**src/rtl/pe_job_seq.sv**
```systemverilog
// Dot-product job sequencer for a single pe_core: clears the PE, feeds K operand pairs,
// waits out the PE latency and returns the result. Define PE_JOB_SEQ_PERF_EN for perf_bubbles.
module pe_job_seq #(
   parameter int W_IN   = 8,
   parameter int W_ACC  = 24,
   parameter int MAX_K  = 256,
   parameter int PE_LAT = 3
) (
   input  logic                         clk,
   input  logic                         reset,
   input  logic                         job_valid,
   output logic                         job_ready,
   input  logic [$clog2(MAX_K+1)-1:0]   job_len,
   input  logic                         job_relu,
   input  logic                         abort,
   input  logic                         op_valid,
   output logic                         op_ready,
   input  logic [W_IN-1:0]              op_a,
   input  logic [W_IN-1:0]              op_b,
   output logic                         pe_en,
   output logic                         pe_reg_reset,
   output logic                         pe_mode_sel,
   output logic [W_IN-1:0]              pe_a,
   output logic [W_IN-1:0]              pe_b,
   input  logic [W_ACC-1:0]             pe_results,
   output logic                         res_valid,
   input  logic                         res_ready,
   output logic [W_ACC-1:0]             res_data,
   output logic                         busy
`ifdef PE_JOB_SEQ_PERF_EN
   ,
   output logic [$clog2(MAX_K+1)+7:0]   perf_bubbles
`endif
);

   localparam int W_LEN = $clog2(MAX_K+1);
   localparam int W_DRN = (PE_LAT > 0) ? $clog2(PE_LAT+1) : 1;

   typedef enum logic [2:0] {
      IDLE,
      CLEAR,
      FEED,
      DRAIN,
      DONE
   } state_t;

   state_t             state;
   logic [W_LEN-1:0]   len_q;
   logic [W_LEN-1:0]   term_cnt;
   logic [W_LEN:0]     term_nxt;
   logic [W_DRN-1:0]   drain_cnt;

   // One extra bit so the compare against len_q cannot wrap when len_q == MAX_K.
   assign term_nxt = {1'b0, term_cnt} + (W_LEN+1)'(1);

   // NOTE: operands pass straight through so the PE sees them in the same cycle they are accepted;
   // pe_en is only ever high while op_ready is high, which is only in FEED.
   assign pe_en = op_ready & op_valid;
   assign pe_a  = op_a;
   assign pe_b  = op_b;

   // NOTE: all state and registered outputs use non-blocking assignments under an async reset.
   always_ff @(posedge clk or posedge reset) begin
      if (reset) begin
         state        <= IDLE;
         job_ready    <= 1'b1;
         op_ready     <= 1'b0;
         pe_reg_reset <= 1'b0;
         pe_mode_sel  <= 1'b0;
         res_valid    <= 1'b0;
         res_data     <= '0;
         busy         <= 1'b0;
         len_q        <= '0;
         term_cnt     <= '0;
         drain_cnt    <= '0;
`ifdef PE_JOB_SEQ_PERF_EN
         perf_bubbles <= '0;
`endif
      end else if (abort) begin
         // Abort wins over every transition; res_data keeps the last delivered result.
         state        <= IDLE;
         job_ready    <= 1'b1;
         op_ready     <= 1'b0;
         pe_reg_reset <= 1'b0;
         pe_mode_sel  <= 1'b0;
         res_valid    <= 1'b0;
         busy         <= 1'b0;
         term_cnt     <= '0;
         drain_cnt    <= '0;
`ifdef PE_JOB_SEQ_PERF_EN
         perf_bubbles <= '0;
`endif
      end else begin
         case (state)
            IDLE: begin
               if (job_valid) begin
                  state        <= CLEAR;
                  len_q        <= job_len;
                  job_ready    <= 1'b0;
                  pe_reg_reset <= 1'b1;
                  pe_mode_sel  <= job_relu;
                  busy         <= 1'b1;
                  term_cnt     <= '0;
                  drain_cnt    <= '0;
               end
            end

            CLEAR: begin
               pe_reg_reset <= 1'b0;
`ifdef PE_JOB_SEQ_PERF_EN
               perf_bubbles <= '0;
`endif
               if (len_q != '0) begin
                  state    <= FEED;
                  op_ready <= 1'b1;
               end else begin
                  // Empty job: the PE accumulator is stale, so report zero without sampling it.
                  state     <= DONE;
                  res_data  <= '0;
                  res_valid <= 1'b1;
               end
            end

            FEED: begin
               if (op_valid) begin
                  term_cnt <= term_nxt[W_LEN-1:0];
                  if (term_nxt == {1'b0, len_q}) begin
                     state     <= DRAIN;
                     op_ready  <= 1'b0;
                     drain_cnt <= '0;
                  end
               end
`ifdef PE_JOB_SEQ_PERF_EN
               else if (perf_bubbles != '1) begin
                  perf_bubbles <= perf_bubbles + (W_LEN+8)'(1);
               end
`endif
            end

            DRAIN: begin
               // PE_LAT+1 cycles lets the last product land in pe_results before sampling.
               if (drain_cnt == W_DRN'(PE_LAT)) begin
                  state     <= DONE;
                  res_data  <= pe_results;
                  res_valid <= 1'b1;
               end else begin
                  drain_cnt <= drain_cnt + W_DRN'(1);
               end
            end

            DONE: begin
               if (res_ready) begin
                  state       <= IDLE;
                  res_valid   <= 1'b0;
                  job_ready   <= 1'b1;
                  busy        <= 1'b0;
                  pe_mode_sel <= 1'b0;
               end
            end

            default: begin
               state     <= IDLE;
               job_ready <= 1'b1;
               op_ready  <= 1'b0;
               res_valid <= 1'b0;
               busy      <= 1'b0;
            end
         endcase
      end
   end

endmodule
```
**config.mk**
```make
export PLATFORM = sky130hd
export DESIGN_NAME = pe_job_seq
export DESIGN_NICKNAME = d
export VERILOG_FILES = /design/src/rtl/pe_job_seq.sv
export SDC_FILE = /design/constraint.sdc
export NUM_CORES = 1
export LEC_CHECK = 0
export BUFFER_PORTS_ARGS = -buffer_cell sky130_fd_sc_hd__buf_2
export CORE_MARGIN = 2
export CORE_UTILIZATION = 40
export CTS_BUF_LIST = sky130_fd_sc_hd__clkbuf_2 sky130_fd_sc_hd__clkbuf_4 sky130_fd_sc_hd__clkbuf_8
export DETAILED_ROUTE_END_ITERATION = 12
export GPL_ROUTABILITY_DRIVEN = 1
export PLACE_DENSITY = 0.78
export SYNTH_ARGS = -nofsm -noshare
export SYNTH_HDL_FRONTEND = slang
export SYNTH_SLANG_ARGS = --single-unit
```
**constraint.sdc**
```tcl
create_clock -name clk -period 3.6 [get_ports clk]
set_input_delay 0.18 -clock clk [delete_from_list [all_inputs] [get_ports clk]]
set_output_delay 0.18 -clock clk [all_outputs]
set_load 0.02 [all_outputs]
```
## Word-level counts from Yosys, hierarchy flattened

Index checks and enable logic that the tools add are counted.

| word-level totals | value |
|---|---|
| register bits after elaboration | 53 |
| latch bits | 0 |
| bits in writable memories | 0 |
| bits in read-only memories | 0 |
| bits of input ports | 56 |
| output and inout bits | 47 |
| word-level logic and storage cells | 97 |
| memories kept | 0 |

| cells by class | value |
|---|---|
| add/sub/neg operators | 2 |
| multipliers | 0 |
| divide/modulo/power cells | 0 |
| $lt $le $gt $ge | 0 |
| eq/ne operators | 19 |
| shifts and indexed selects | 0 |
| mux-type cells | 43 |
| bitwise gates (word level) | 2 |
| reduce and logical (&&, ||, !) cells | 20 |

Operators by type and width:

| cell | number |
|---|---|
| two-way mux 24 bit | 2 |
| one-hot mux 24 bit (2 select lines) | 1 |
| two-way mux 9 bit | 3 |
| != test 3 bit (second input constant) | 8 |
| two-way mux 3 bit | 7 |
| one-hot mux 9 bit (2 select lines) | 1 |
| two-way mux 1 bit | 16 |
| one-hot mux 3 bit (5 select lines) | 1 |
| AND reduction 3 bit | 4 |
| AND reduction 4 bit | 3 |
| adder 9 x 1 -> 10 bit (second input constant) | 1 |
| equality test 10 x 9 -> 1 bit | 1 |
| two-way mux 2 bit | 5 |
| AND reduction 5 bit | 2 |
| one-hot mux 1 bit (3 select lines) | 3 |
| nonzero test 3 bit | 3 |
| nonzero test 9 bit | 1 |
| equality test 3 x 2 -> 1 bit (second input constant) | 2 |
| != test 2 x 1 -> 1 bit (second input constant) | 3 |
| one-hot mux 2 bit (3 select lines) | 1 |
| OR reduction 3 bit | 2 |
| != test 2 bit (second input constant) | 2 |
| one-hot mux 1 bit (2 select lines) | 2 |
| one-hot mux 1 bit (4 select lines) | 1 |
| other kinds (11) | 11 |

## Depth between registers and ports, before layout

| logic depth | value |
|---|---|
| word-level depth | 6 |
| gate-level depth with buffers | 7 |
| mapped depth without buffers | 6 |

## Worst setup path before layout

OpenSTA, ideal clock, no wires.

| path | value |
|---|---|
| kind | flip-flop to flip-flop |
| start point | reg term_cnt[7] |
| end point | reg drain_cnt[1] |
| library setup time | 0.138 ns |
| data arrival time | 1.729 ns |
| data required time | 3.462 ns |
| slack | 1.733 ns |
| stages on the path, launching flop included | 6 |
| buffers on the path | 0 |
| clock period less this slack | 1.867 ns |
| cells stage by stage | dfrtp_1 -> or3b_1 -> a2111oi_2 -> a211oi_1 -> nor4_2 -> o21ai_0 |

| on the way | value |
|---|---|
| word-level cells in the longest chain between the ends | 4 |

Ends and longest elaborated chain:

| what | RTL line | RTL |
|---|---|---|
| start, declared | 49 | `logic [W_LEN-1:0] term_cnt;` |
| start signal, assigned | 126 | `term_cnt <= term_nxt[W_LEN-1:0];` |
| adder 9 x 1 -> 10 bit | 54 | `assign term_nxt = {1'b0, term_cnt} + (W_LEN+1)'(1);` |
| equality test 10 x 9 -> 1 bit | 127 | `if (term_nxt == {1'b0, len_q}) begin` |
| != test 3 bit (no line) | - |  |
| AND reduction 5 bit (no line) | - |  |
| end signal, assigned | 147 | `drain_cnt <= drain_cnt + W_DRN'(1);` |
| end, declared | 51 | `logic [W_DRN-1:0] drain_cnt;` |

No other way between the ends.
A chain may end at the register's enable or synchronous reset.

## Final worst setup path

| path | value |
|---|---|
| start point | reg len_q[4] |
| end point | reg res_data[13] |

| on the way | value |
|---|---|
| word-level cells in the longest chain between the ends | 3 |

Ends and longest elaborated chain:

| what | RTL line | RTL |
|---|---|---|
| start, declared | 48 | `logic [W_LEN-1:0] len_q;` |
| start signal, assigned | 98 | `len_q <= job_len;` |
| nonzero test 9 bit | 113 | `if (len_q != '0) begin` |
| != test 2 bit (no line) | - |  |
| AND reduction 4 bit (no line) | - |  |
| end signal, assigned | 144 | `res_data <= pe_results;` |
| end, declared | 28 | `output logic [W_ACC-1:0] res_data,` |

No other way between the ends.

==> impl_metrics.py <==
metrics = {
    "setup_path": {
        "crit_required_ns": 3.75,
        "setup.worst_path.end_class": "flip-flop",
        "crit_fanout": 50,
        "cp.arrival_ns": 2.44,
        "r2r.worst_path.cells": 5,
        "crit_type": "reg -> reg",
        "r2r-end": "res_data[13]$_DFFE_PP0P_",
        "crit_path_start_kind": "flip-flop",
        "timing.rr.start": "len_q[4]$_DFFE_PP0P_",
        "r2r_slack_ns": 1.31,
    },
    "clock_tree": {
        "clock_latency_ns": 0.32,
        "cts_root_buffer": "clkbuf_8",
        "cts_made_buffers": 5,
        "hold_buffers": 0,
        "clkSlewWorstSetupHoldPaths_ns": 0.10,
        "postCtsSetupBuffers": 0,
        "cts_tree": "yes",
        "cts_max_level": 2,
        "cts.sink_count": 53,
        "clockBufferDepth": 2,
        "post_cts_resized": 0,
    },
    "final_layout": {
        "diodes": 0,
        "final_cell_mix": "buf_2, nand2_1, dfrtp_1",
        "drive_gt1_frac": 0.276,
        "fin_nets": 398,
        "area_delta_synth_final_pct": 13.5,
        "utilization": 0.462,
        "final_common_cell": "buf_2",
    },
    "global_route": {
        "overflow": 0,
        "grt.total_usage": 0.171,
        "grt_first_pass_wirelength_um": 10200,
        "antenna_found_initial": 0,
        "grt_start_max_net_pins": 54,
        "grt_pass1_vias": 2181,
    },
    "power": {
        "vdd_ir_drop_max_uv": 237,
        "power_density_nw_per_um2": 399,
        "p_leak_nw": 1.49,
    },
    "timing": {
        "worst_pin_slew_ns": 1.23,
        "setup_viol": 0,
        "fin_skew_ns": 0.00700,
        "hold_viol": 0,
        "setup_tns_ns": 0,
        "post-route-min-period_ns": 2.29,
        "period_share": 0.637,
        "finalMaxSlewViolations": 0,
        "fmax_mhz": 436,
        "rsz0062_at_grt": "no",
        "slew_headroom": 0.179,
    },
    "placement": {
        "dpl.hpwl_um": 4240,
        "gp_congestion": 0.860,
        "portBuffers": 70,
    },
    "synthesis": {
        "synthCells": 296,
        "syn_area_per_cell_um2": 9.20,
        "synth.distinct_cells": 47,
        "synth_area_um2": 2720,
        "synth_nets": 354,
        "yosysSeqAreaShare": 0.488,
        "async_flop_share": 1.00,
        "synth_warnings": 0,
        "ys_ff_latch": 53,
        "synthFlopType": "dfrtp_1",
        "synth_edf_count": 0,
    },
    "routing": {
        "ant_nets": 0,
        "routed-via-count": 2202,
        "drc": 0,
        "routed_wl_um": 5990,
        "wl_per_cell_um": 14.2,
        "vias_per_cell": 5.23,
        "first_pass_iters": 4,
        "drt_iter0_drc": 86,
    },
    "min_path": {
        "worstHoldPathCells": 2,
        "min_to": "len_q[7]$_DFFE_PP0P_",
        "hold_path_startpoint": "job_len[7]",
        "hold_path_class": "in -> reg",
    },
    "flow_run": {
        "cap_violations": 0,
    },
    "floorplanning": {
        "die_height_um": 86.5,
        "core_area_um2": 6680,
        "io_pins": 103,
        "die_area_um2": 7480,
        "start_util": 0.407,
        "num_rows": 30,
        "fp.dieW_um": 86.5,
    },
    "outcome": {
        "outcome": "complete, no violations",
    },
}
## kinds of logic (layout without fill, tap and decap cells)
family                   count (synthesis)  in the layout  share of synthesized area
AO/OA/AOI/OAI                           59             59                      0.132
XOR/XNOR                                13             13                     0.0473
adder cells (fa/ha/maj)                  2              2                    0.00919
buffers and inverters                   37             82                     0.0731
flip-flops                              53             53                      0.488
multiplexers                            11             11                     0.0446
AND/OR/NAND/NOR                        121            121                      0.206
## layer usage
layer | vias up | wire [um] | global-route usage
li1 | 1079 | - | -
met1 | 1027 | 2660 | 0.228
met2 | 90 | 2710 | 0.271
met3 | 6 | 572 | 0.0590
met4 | 0 | 51 | 0.0398
met5 | - | 0 | 0
## cells in the mapped netlist, drive strengths merged, types with 2 or more instances
| master | instances | share of area |
|---|---|---|
| o31ai | 2 | 0.0055 |
| nor3 | 4 | 0.0074 |
| buf | 17 | 0.045 |
| a21oi | 4 | 0.0074 |
| or3b | 2 | 0.0064 |
| nand2 | 66 | 0.091 |
| nor2b | 2 | 0.0046 |
| xor2 | 7 | 0.023 |
| ha | 2 | 0.0092 |
| nor2 | 18 | 0.025 |
| mux2i | 2 | 0.0074 |
| o41ai | 3 | 0.0097 |
| xnor2 | 5 | 0.016 |
| clkbuf | 16 | 0.022 |
| a211oi | 2 | 0.0055 |
| mux2 | 9 | 0.037 |
| nand4 | 3 | 0.0069 |
| nor4 | 3 | 0.0092 |
| nor4b | 2 | 0.0087 |
| inv | 4 | 0.0055 |
| o22ai | 4 | 0.0092 |
| o21ai | 34 | 0.062 |
| dfrtp | 52 | 0.48 |
| a21o | 2 | 0.0055 |
| nand3 | 8 | 0.015 |
| nand2b | 6 | 0.014 |
## metrics by stage
stage / hold slack, ns / power [mW] / worst slack (ns) / std cells / instance area [um2]
2_1_floorplan: 0.316 / 0.836 / 1.73 / 296 / 2720
3_3_place_gp: 0.360 / 0.869 / 1.33 / 413 / 2990
3_5_place_dp: 0.360 / 0.876 / 1.29 / 413 / 2990
4_1_cts: 0.0862 / 1.24 / 1.28 / 421 / 3090
5_1_grt: 0.0938 / 1.30 / 0.978 / 421 / 3090
6_report: 0.0897 / 1.23 / 1.31 / 421 / 3090
## where the power goes
part | switching [mW] | internal [mW]
Clock | 0.210 | 0.160
Combinational | 0.0985 | 0.0896
Sequential | 0.0440 | 0.631
Total | 0.353 | 0.881
## flip-flops by register name, summed over array words and instances, names as in the netlist, 2 cells and up
register / count
drain_cnt: 2
len_q: 9
res_data: 24
state: 3
term_cnt: 9
## worst max-delay path by stage
stage,from,endpoint,slack (ns)
2_1_floorplan,term_cnt[7]$_DFFE_PP0P_,drain_cnt[1]$_DFFE_PP0P_,1.73
3_3_place_gp,len_q[4]$_DFFE_PP0P_,res_data[20]$_DFFE_PP0P_,1.33
3_5_place_dp,len_q[4]$_DFFE_PP0P_,res_data[13]$_DFFE_PP0P_,1.29
4_1_cts,len_q[4]$_DFFE_PP0P_,res_data[13]$_DFFE_PP0P_,1.28
5_1_grt,len_q[4]$_DFFE_PP0P_,res_data[22]$_DFFE_PP0P_,0.98
6_report,len_q[4]$_DFFE_PP0P_,res_data[13]$_DFFE_PP0P_,1.31
## cell type report
cell class / instances / area [um2]
Fill cell: 662 / 3590
Sequential cell: 53 / 1330
Multi-Input combinational cell: 206 / 1200
Timing Repair Buffer: 70 / 350
Tap cell: 80 / 100
Clock buffer: 6 / 82.6
Clock inverter: 2 / 17.5
Inverter: 4 / 15.0
## worst max-delay path, stage by stage, from the launching register on
cell and delay [ns]:
dfrtp_1 0.43, nor4_1 0.45, nand4_1 0.14, a211o_1 0.78, nand2_1 0.21, o21ai_0 0.10
(Power assumes the default switching activity.)
